===== src/rtl/xadc_seq_ctrl_pkg.sv =====
// Shared definitions for the XADC aux-channel sequencer: FSM states, channel offset, DRP result field.
// No logic; imported by the interface, the accumulator and the top.
package xadc_seq_ctrl_pkg;

    typedef enum logic [1:0] {
        ST_IDLE      = 2'd0,
        ST_WAIT_EOC  = 2'd1,
        ST_WAIT_DRDY = 2'd2,
        ST_UPDATE    = 2'd3
    } state_t;

    localparam int AUX_CH_OFFSET = 16;
    localparam int RESULT_MSB    = 15;
    localparam int RESULT_LSB    = 4;
    localparam int RESULT_W      = RESULT_MSB - RESULT_LSB + 1;

    function automatic int ch_width(input int n);
        return (n > 1) ? $clog2(n) : 1;
    endfunction

endpackage


===== src/rtl/xadc_seq_ctrl_if.sv =====
// XADC-side bus of the sequencer: EOC/channel and DRP port in, averaged result strobe out.
// master = sequencer, slave = XADC plus result consumers.
interface xadc_seq_ctrl_if
    import xadc_seq_ctrl_pkg::*;
#(
    parameter int N_CH = 4
);
    localparam int CHW = ch_width(N_CH);

    logic                eoc;
    logic [4:0]          channel;
    logic                drdy;
    logic [15:0]         drp_do;
    logic                den;
    logic                dwe;
    logic [6:0]          daddr;
    logic [15:0]         di;
    logic [RESULT_W-1:0] sample;
    logic [CHW-1:0]      sample_ch;
    logic                sample_vld;
    logic                busy;
    logic                err;

    modport master (
        input  eoc, channel, drdy, drp_do,
        output den, dwe, daddr, di, sample, sample_ch, sample_vld, busy, err
    );

    modport slave (
        output eoc, channel, drdy, drp_do,
        input  den, dwe, daddr, di, sample, sample_ch, sample_vld, busy, err
    );

endinterface


===== src/rtl/xadc_seq_ctrl_avg_acc.sv =====
// Per-channel boxcar accumulator of 2^AVG_LOG2 samples; full means the next add completes a block.
// Latency: avg is combinational from acc + din so the result is usable in the add cycle.
// Backpressure: none; add and clr are single-cycle commands, clr has priority.
module adc_avg_acc
    import xadc_seq_ctrl_pkg::*;
#(
    parameter int AVG_LOG2 = 3
) (
    input  logic                clk,
    input  logic                rst,
    input  logic                add,
    input  logic                clr,
    input  logic [RESULT_W-1:0] din,
    output logic                full,
    output logic [RESULT_W-1:0] avg
);
    localparam int ACC_W = RESULT_W + AVG_LOG2;
    localparam int LAST  = (1 << AVG_LOG2) - 1;

    logic [ACC_W-1:0]  acc;
    logic [ACC_W-1:0]  sum;
    logic [AVG_LOG2:0] cnt;

    // acc is wide enough for 2^AVG_LOG2 full-scale samples, so sum cannot wrap
    assign sum  = acc + ACC_W'(din);
    assign full = (32'(cnt) == LAST);
    assign avg  = sum[ACC_W-1:AVG_LOG2];

    always_ff @(posedge clk) begin
        if (!rst || clr) begin
            acc <= '0;
            cnt <= '0;
        end else if (add) begin
            if (full) begin
                acc <= '0;
                cnt <= '0;
            end else begin
                acc <= sum;
                cnt <= cnt + 1'b1;
            end
        end
    end

endmodule


===== src/rtl/xadc_seq_ctrl.sv =====
// Sequences DRP reads of XADC aux channels on EOC and publishes a per-channel boxcar average.
// Latency: EOC sampled at edge t -> DEN high t+1 -> DRDY at t+1+d -> sample_vld at t+2+d.
// Backpressure: none; EOCs arriving while a read is outstanding are dropped. XADC_SEQ_TIMEOUT_EN adds the DRDY timeout.
module xadc_seq_ctrl
    import xadc_seq_ctrl_pkg::*;
#(
    parameter int         N_CH      = 4,
    parameter int         AVG_LOG2  = 3,
    parameter logic [6:0] BASE_ADDR = 7'h10,
    parameter int         TIMEOUT   = 64
) (
    input  logic              clk,
    input  logic              rst,
    input  logic              en,
    input  logic [N_CH-1:0]   ch_mask,
    xadc_seq_ctrl_if.master   bus
);
    localparam int CHW    = ch_width(N_CH);
    localparam int WAIT_W = $clog2(TIMEOUT + 1);

`ifdef XADC_SEQ_TIMEOUT_EN
    localparam bit TO_EN = 1'b1;
`else
    localparam bit TO_EN = 1'b0;
`endif

    state_t              state, state_nxt;
    logic                accept;
    logic [4:0]          ch_idx;
    logic [15:0]         mask_ext;
    logic                ch_ok;
    logic [CHW-1:0]      k;
    logic [RESULT_W-1:0] rd_dat;
    logic [RESULT_W-1:0] sample_q;
    logic [CHW-1:0]      sample_ch_q;
    logic                den_q;
    logic [6:0]          daddr_q;
    logic [WAIT_W-1:0]   wait_cnt;
    logic                err_q;
    logic                to_hit;
    logic                vld;
    logic [N_CH-1:0]     add;
    logic [N_CH-1:0]     clr;
    logic [N_CH-1:0]     full;
    logic [RESULT_W-1:0] avg [N_CH];

    assign ch_idx   = bus.channel - 5'(AUX_CH_OFFSET);
    assign mask_ext = 16'(ch_mask);
    assign ch_ok    = (bus.channel >= 5'(AUX_CH_OFFSET)) && (32'(ch_idx) < N_CH) && mask_ext[ch_idx[3:0]];

    // Without the timeout option TO_EN folds to_hit and err to constant 0
    assign to_hit = TO_EN && (state == ST_WAIT_DRDY) && !bus.drdy && (32'(wait_cnt) == TIMEOUT - 1);

    always_comb begin
        state_nxt = state;
        accept    = 1'b0;
        case (state)
            ST_IDLE: begin
                if (en) state_nxt = ST_WAIT_EOC;
            end
            ST_WAIT_EOC: begin
                if (!en) begin
                    state_nxt = ST_IDLE;
                end else if (bus.eoc && ch_ok) begin
                    accept    = 1'b1;
                    state_nxt = ST_WAIT_DRDY;
                end
            end
            ST_WAIT_DRDY: begin
                if (bus.drdy)   state_nxt = ST_UPDATE;
                else if (to_hit) state_nxt = ST_WAIT_EOC;
            end
            ST_UPDATE: begin
                state_nxt = en ? ST_WAIT_EOC : ST_IDLE;
            end
            default: state_nxt = ST_IDLE;
        endcase
    end

    // A read for a channel masked off in flight still completes but is neither added nor published
    assign vld = (state == ST_UPDATE) && mask_ext[4'(k)] && full[k];

    genvar i;
    generate
        for (i = 0; i < N_CH; i++) begin : g_ch
            assign add[i] = (state == ST_UPDATE) && (k == CHW'(i)) && ch_mask[i];
            assign clr[i] = (state_nxt == ST_IDLE) || !ch_mask[i];

            adc_avg_acc #(
                .AVG_LOG2 (AVG_LOG2)
            ) u_acc (
                .clk  (clk),
                .rst  (rst),
                .add  (add[i]),
                .clr  (clr[i]),
                .din  (rd_dat),
                .full (full[i]),
                .avg  (avg[i])
            );
        end
    endgenerate

    always_ff @(posedge clk) begin
        if (!rst) begin
            state       <= ST_IDLE;
            den_q       <= 1'b0;
            daddr_q     <= '0;
            k           <= '0;
            rd_dat      <= '0;
            sample_q    <= '0;
            sample_ch_q <= '0;
            wait_cnt    <= '0;
            err_q       <= 1'b0;
        end else begin
            state    <= state_nxt;
            den_q    <= accept;
            wait_cnt <= (state == ST_WAIT_DRDY) ? wait_cnt + 1'b1 : '0;
            if (to_hit) err_q <= 1'b1;
            if (accept) begin
                daddr_q <= BASE_ADDR + 7'(ch_idx);
                k       <= CHW'(ch_idx);
            end
            if ((state == ST_WAIT_DRDY) && bus.drdy)
                rd_dat <= bus.drp_do[RESULT_MSB:RESULT_LSB];
            if (vld) begin
                sample_q    <= avg[k];
                sample_ch_q <= k;
            end
        end
    end

    assign bus.den        = den_q;
    assign bus.dwe        = 1'b0;
    assign bus.di         = '0;
    assign bus.daddr      = daddr_q;
    assign bus.busy       = (state == ST_WAIT_DRDY);
    assign bus.err        = err_q;
    assign bus.sample_vld = vld;
    assign bus.sample     = vld ? avg[k] : sample_q;
    assign bus.sample_ch  = vld ? k : sample_ch_q;

endmodule


===== src/flat_wrapper.sv =====
// flat-port wrapper written by rule: the top's interface ports become plain ports
module xadc_seq_ctrl_flat import xadc_seq_ctrl_pkg::*;
#(
    parameter int         N_CH      = 4,
    parameter int         AVG_LOG2  = 3,
    parameter logic [6:0] BASE_ADDR = 7'h10,
    parameter int         TIMEOUT   = 64
)
  (clk, rst, en, ch_mask, bus_eoc, bus_channel, bus_drdy, bus_drp_do, bus_den, bus_dwe, bus_daddr, bus_di, bus_sample, bus_sample_ch, bus_sample_vld, bus_busy, bus_err);
  xadc_seq_ctrl_if #(.N_CH(N_CH)) bus_i ();
  input  logic clk;
  input  logic rst;
  input  logic en;
  input  logic [N_CH-1:0] ch_mask;
  input wire logic [$bits(bus_i.eoc)-1:0] bus_eoc;
  input wire logic [$bits(bus_i.channel)-1:0] bus_channel;
  input wire logic [$bits(bus_i.drdy)-1:0] bus_drdy;
  input wire logic [$bits(bus_i.drp_do)-1:0] bus_drp_do;
  output wire logic [$bits(bus_i.den)-1:0] bus_den;
  output wire logic [$bits(bus_i.dwe)-1:0] bus_dwe;
  output wire logic [$bits(bus_i.daddr)-1:0] bus_daddr;
  output wire logic [$bits(bus_i.di)-1:0] bus_di;
  output wire logic [$bits(bus_i.sample)-1:0] bus_sample;
  output wire logic [$bits(bus_i.sample_ch)-1:0] bus_sample_ch;
  output wire logic [$bits(bus_i.sample_vld)-1:0] bus_sample_vld;
  output wire logic [$bits(bus_i.busy)-1:0] bus_busy;
  output wire logic [$bits(bus_i.err)-1:0] bus_err;
  assign bus_i.eoc = bus_eoc;
  assign bus_i.channel = bus_channel;
  assign bus_i.drdy = bus_drdy;
  assign bus_i.drp_do = bus_drp_do;
  assign bus_den = bus_i.den;
  assign bus_dwe = bus_i.dwe;
  assign bus_daddr = bus_i.daddr;
  assign bus_di = bus_i.di;
  assign bus_sample = bus_i.sample;
  assign bus_sample_ch = bus_i.sample_ch;
  assign bus_sample_vld = bus_i.sample_vld;
  assign bus_busy = bus_i.busy;
  assign bus_err = bus_i.err;
  xadc_seq_ctrl #(.N_CH(N_CH), .AVG_LOG2(AVG_LOG2), .BASE_ADDR(BASE_ADDR), .TIMEOUT(TIMEOUT)) u_core (.clk(clk), .rst(rst), .en(en), .ch_mask(ch_mask), .bus(bus_i));
endmodule

===== config.mk =====
export PLATFORM = sky130hd
export DESIGN_NAME = xadc_seq_ctrl_flat
export DESIGN_NICKNAME = d
export VERILOG_FILES = /design/src/rtl/xadc_seq_ctrl_pkg.sv /design/src/rtl/xadc_seq_ctrl_if.sv /design/src/rtl/xadc_seq_ctrl_avg_acc.sv /design/src/rtl/xadc_seq_ctrl.sv /design/src/flat_wrapper.sv
export SDC_FILE = /design/constraint.sdc
export NUM_CORES = 1
export LEC_CHECK = 0
export ABC_AREA = 0
export CORE_MARGIN = 4
export CORE_UTILIZATION = 65
export CTS_CLUSTER_SIZE = 12
export DETAILED_ROUTE_END_ITERATION = 16
export DONT_BUFFER_PORTS = 1
export MAX_ROUTING_LAYER = met4
export PLACE_DENSITY = 0.81
export RECOVER_POWER = 50
export SETUP_SLACK_MARGIN = 0.05
export SYNTH_ARGS = -nofsm -noshare
export SYNTH_HDL_FRONTEND = slang
export SYNTH_SLANG_ARGS = --single-unit

===== constraint.sdc =====
create_clock -name clk -period 3.4 [get_ports clk]
set_clock_uncertainty 0.05 [all_clocks]
set_input_delay 0.34 -clock clk [delete_from_list [all_inputs] [get_ports clk]]
set_output_delay 0.34 -clock clk [all_outputs]
set_load 0.05 [all_outputs]

==> results by group <==
Clock network
  – Worst-path clk slew: 0.07 ns
  – Max clock buf depth: 2
  – Clock sink total: 111
  – CTS root buffer: clkbuf_16
  – Clk_lat worst skew: 0.36 ns
  – CTS tree: yes
  – Cts hold-fix bufs: 0
  – CTS Buf Count: 9
  – H-tree levels: 3

Global routing
  – First-pass GRT wire length: 36.0 mm
  – Met1 global-route usage: 43.0%
  – Largest net degree at the start of global routing: 22
  – GRT Residual Overflow: 0
  – Initial antenna violation count: 0
  – Busiest layer in global routing: met2
  – Met2 Resource Use GR: 59.3%
  – Met3 Usage GRT: 7.66%
  – Number of global-route vias before repair: 6943
  – Tot GR Track Use: 36.0%

Synthesis
  – Synth Warn #: 0
  – Post-synthesis cell area: 7320 sq um
  – Post-synth top flop: dfxtp_1
  – Avg Inst Size Synth: 8.31 sq um
  – Post-synthesis cell count: 881
  – Post-synth EDFFs: 0
  – Seq cells post-synth: 111
  – Post-synth ARST share: 0%
  – Seq/Total Area, Yosys: 30.4%
  – Synth unique cells: 80

Placed design
  – HPWL after detailed placement: 16.2 mm
  – GP Congestion: 0.950
  – DP Cell Count: 1032
  – Port-buffer cells: 0

Final layout
  – Nets@finish: 1016
  – Ant diodes: 0
  – Fraction of layout cells with a size suffix above 1: 23.5%
  – Synthesis-to-layout area growth: 20.7%
  – Cell Count, Final, Fillers Out: 1075
  – Leading cell type in the layout, fill and taps excluded: nor2_1
  – Fillers: 707
  – Most frequent cells in the layout: 100 x nor2_1, 95 x dfxtp_1, 88 x nand2_1

Timing
  – Fin crit share: 103%
  – Final setup fails: 2
  – WHS: 0.0517 ns
  – Slew Limit Fails: 0
  – Worst slew pin tran: 0.730 ns
  – Max frequency: 286 MHz
  – Final worst path period need: 3.49 ns
  – RSZ-0062 raised after global routing: yes
  – Worst rel slew slack: 51.2%
  – Fin. Hold Viols: 0
  – Final Worst Setup Slack: -0.0906 ns

Critical path
  – CP Class: register to output pin
  – Critical path capture point type: output pin
  – Arr. time, crit path: 3.10 ns
  – WP data required: 3.01 ns
  – Crit Path Max Fanout: 7
  – Crit path launch type: register

Run status
  – Outcome: finished, violations left
  – Failing checks: setup timing

Routing
  – DRC viols: 0
  – Via count: 7320
  – WL/cell: 22.1 um
  – First-pass DRT Iterations: 6
  – DR vias/cell: 6.81
  – Initial drt markers: 822
  – WL final: 23.8 mm
  – Antenna-violating nets left: 0

Floorplan
  – Initial Util: 66.9%
  – Die X: 114 um
  – IO Count: 72
  – Row count: 38
  – DIE AREA: 13000 sq um
  – Core footprint: 10900 sq um
  – Die H: 114 um

Power
  – P_leak: 3.52 nW
  – Power density over cell area: 282 nW/um^2
  – Total power: 2.49 mW
  – Maximum VDD drop: 0.350 mV

Worst hold path
  – Worst hold path class: input pin to register

Run
  – Max cap viols: 0
-- what timing repair did --
action                                  CTS  global route
setup buffers                            14            13
resized for setup                        64            81
endpoints found under the setup margin    9            11
pin swaps                                14            33
-- report_power, final --
part	switching (mW)	total [mW]	internal (mW)
combinational	0.0694	0.0777	0.00839
clock	0.485	1.11	0.630
sequential	0.00159	1.30	1.29
-- critical path: stages (launching register included) --
cell and delay [ns]:
dfxtp_4 0.40, ha_1 0.35, a21oi_4 0.08, o211ai_4 0.22, buf_4 0.20, a21boi_0 0.12, xnor2_1 0.38, mux2i_1 0.22
o221ai_1 0.35, mux2_2 0.41
-- per-layer routing --
layer	up-vias	part of all wire, %
met1	3430	38
met5	-	0
met2	449	48
met4	0	5.8
met3	146	9.1
li1	3295	-
-- per-stage QoR --
step                instance area, sq um  utilization, %  setup TNS (ns)  setup slack [ns]
floorplan                           7400               -               0            0.0765
global placement                    7650            69.9          -0.227            -0.227
detailed placement                  7650            69.9          -0.169            -0.169
CTS                                 8340            76.2               0            0.0201
global route                        8830            80.8          -0.194           -0.0791
finish                              8830            80.8          -0.152           -0.0906
-- sequential cells by signal, indices dropped and copies added (netlist names) --
register and flops:
u_core.g_ch.u_acc.acc 60, u_core.g_ch.u_acc.cnt 16, u_core.rd_dat 12, u_core.sample_q 12
u_core.bus.daddr 5, u_core.sample_ch_q 2, u_core.state 2, u_core.bus.den 1
u_core.k 1
-- final timing paths --
kind,startpoint,cells after the start,endpoint,slack (ns)
max reg2reg,u_core.rd_dat[0],15,u_core.sample_q[11],0.15
max,u_core.rd_dat[1],9,bus_sample[4],-0.09
min,rst,1,u_core.sample_q[1],0.05
min reg2reg,u_core.g_ch[3].u_acc.cnt[1],2,u_core.g_ch[3].u_acc.cnt[1],0.43
-- cell usage after synthesis, drive strengths merged, types with 10 or more instances --
cell type | number | area [sq um]
nor2 | 103 | 389
nand2 | 90 | 338
xnor2 | 27 | 236
xor2 | 17 | 149
a22oi | 42 | 315
o21a | 11 | 82.6
a31oi | 10 | 62.6
a211oi | 12 | 95.1
o21ai | 37 | 185
a21o | 21 | 158
clkbuf | 24 | 90.1
dfxtp | 111 | 2220
inv | 18 | 67.6
and3 | 12 | 75.1
nand3 | 29 | 145
mux2i | 16 | 160
buf | 25 | 175
and2 | 17 | 109
nor3 | 10 | 61.3
ha | 52 | 651
a21oi | 79 | 407
-- final cells by class --
class | count | area (sq um) | area share (%)
multi-input combinational | 721 | 5460 | 61.8
sequential | 111 | 2260 | 25.6
timing repair buffer | 69 | 558 | 6.32
clock buffer | 13 | 270 | 3.06
tap | 140 | 175 | 1.98
inverter | 18 | 67.6 | 0.765
clock inverter | 3 | 40.0 | 0.453
-- cells by family after synthesis --
group           Yosys count  share of synthesized area, %
other cells               1                        0.0512
compound gates          269                          25.5
simple gates            307                          19.7
flops                   111                          30.4
xor+xnor                 44                          5.27
fa+ha+maj                56                          9.98
buf+inv                  67                          4.55
mux                      26                          4.50
Note: power is estimated with default switching activity, not from simulation.
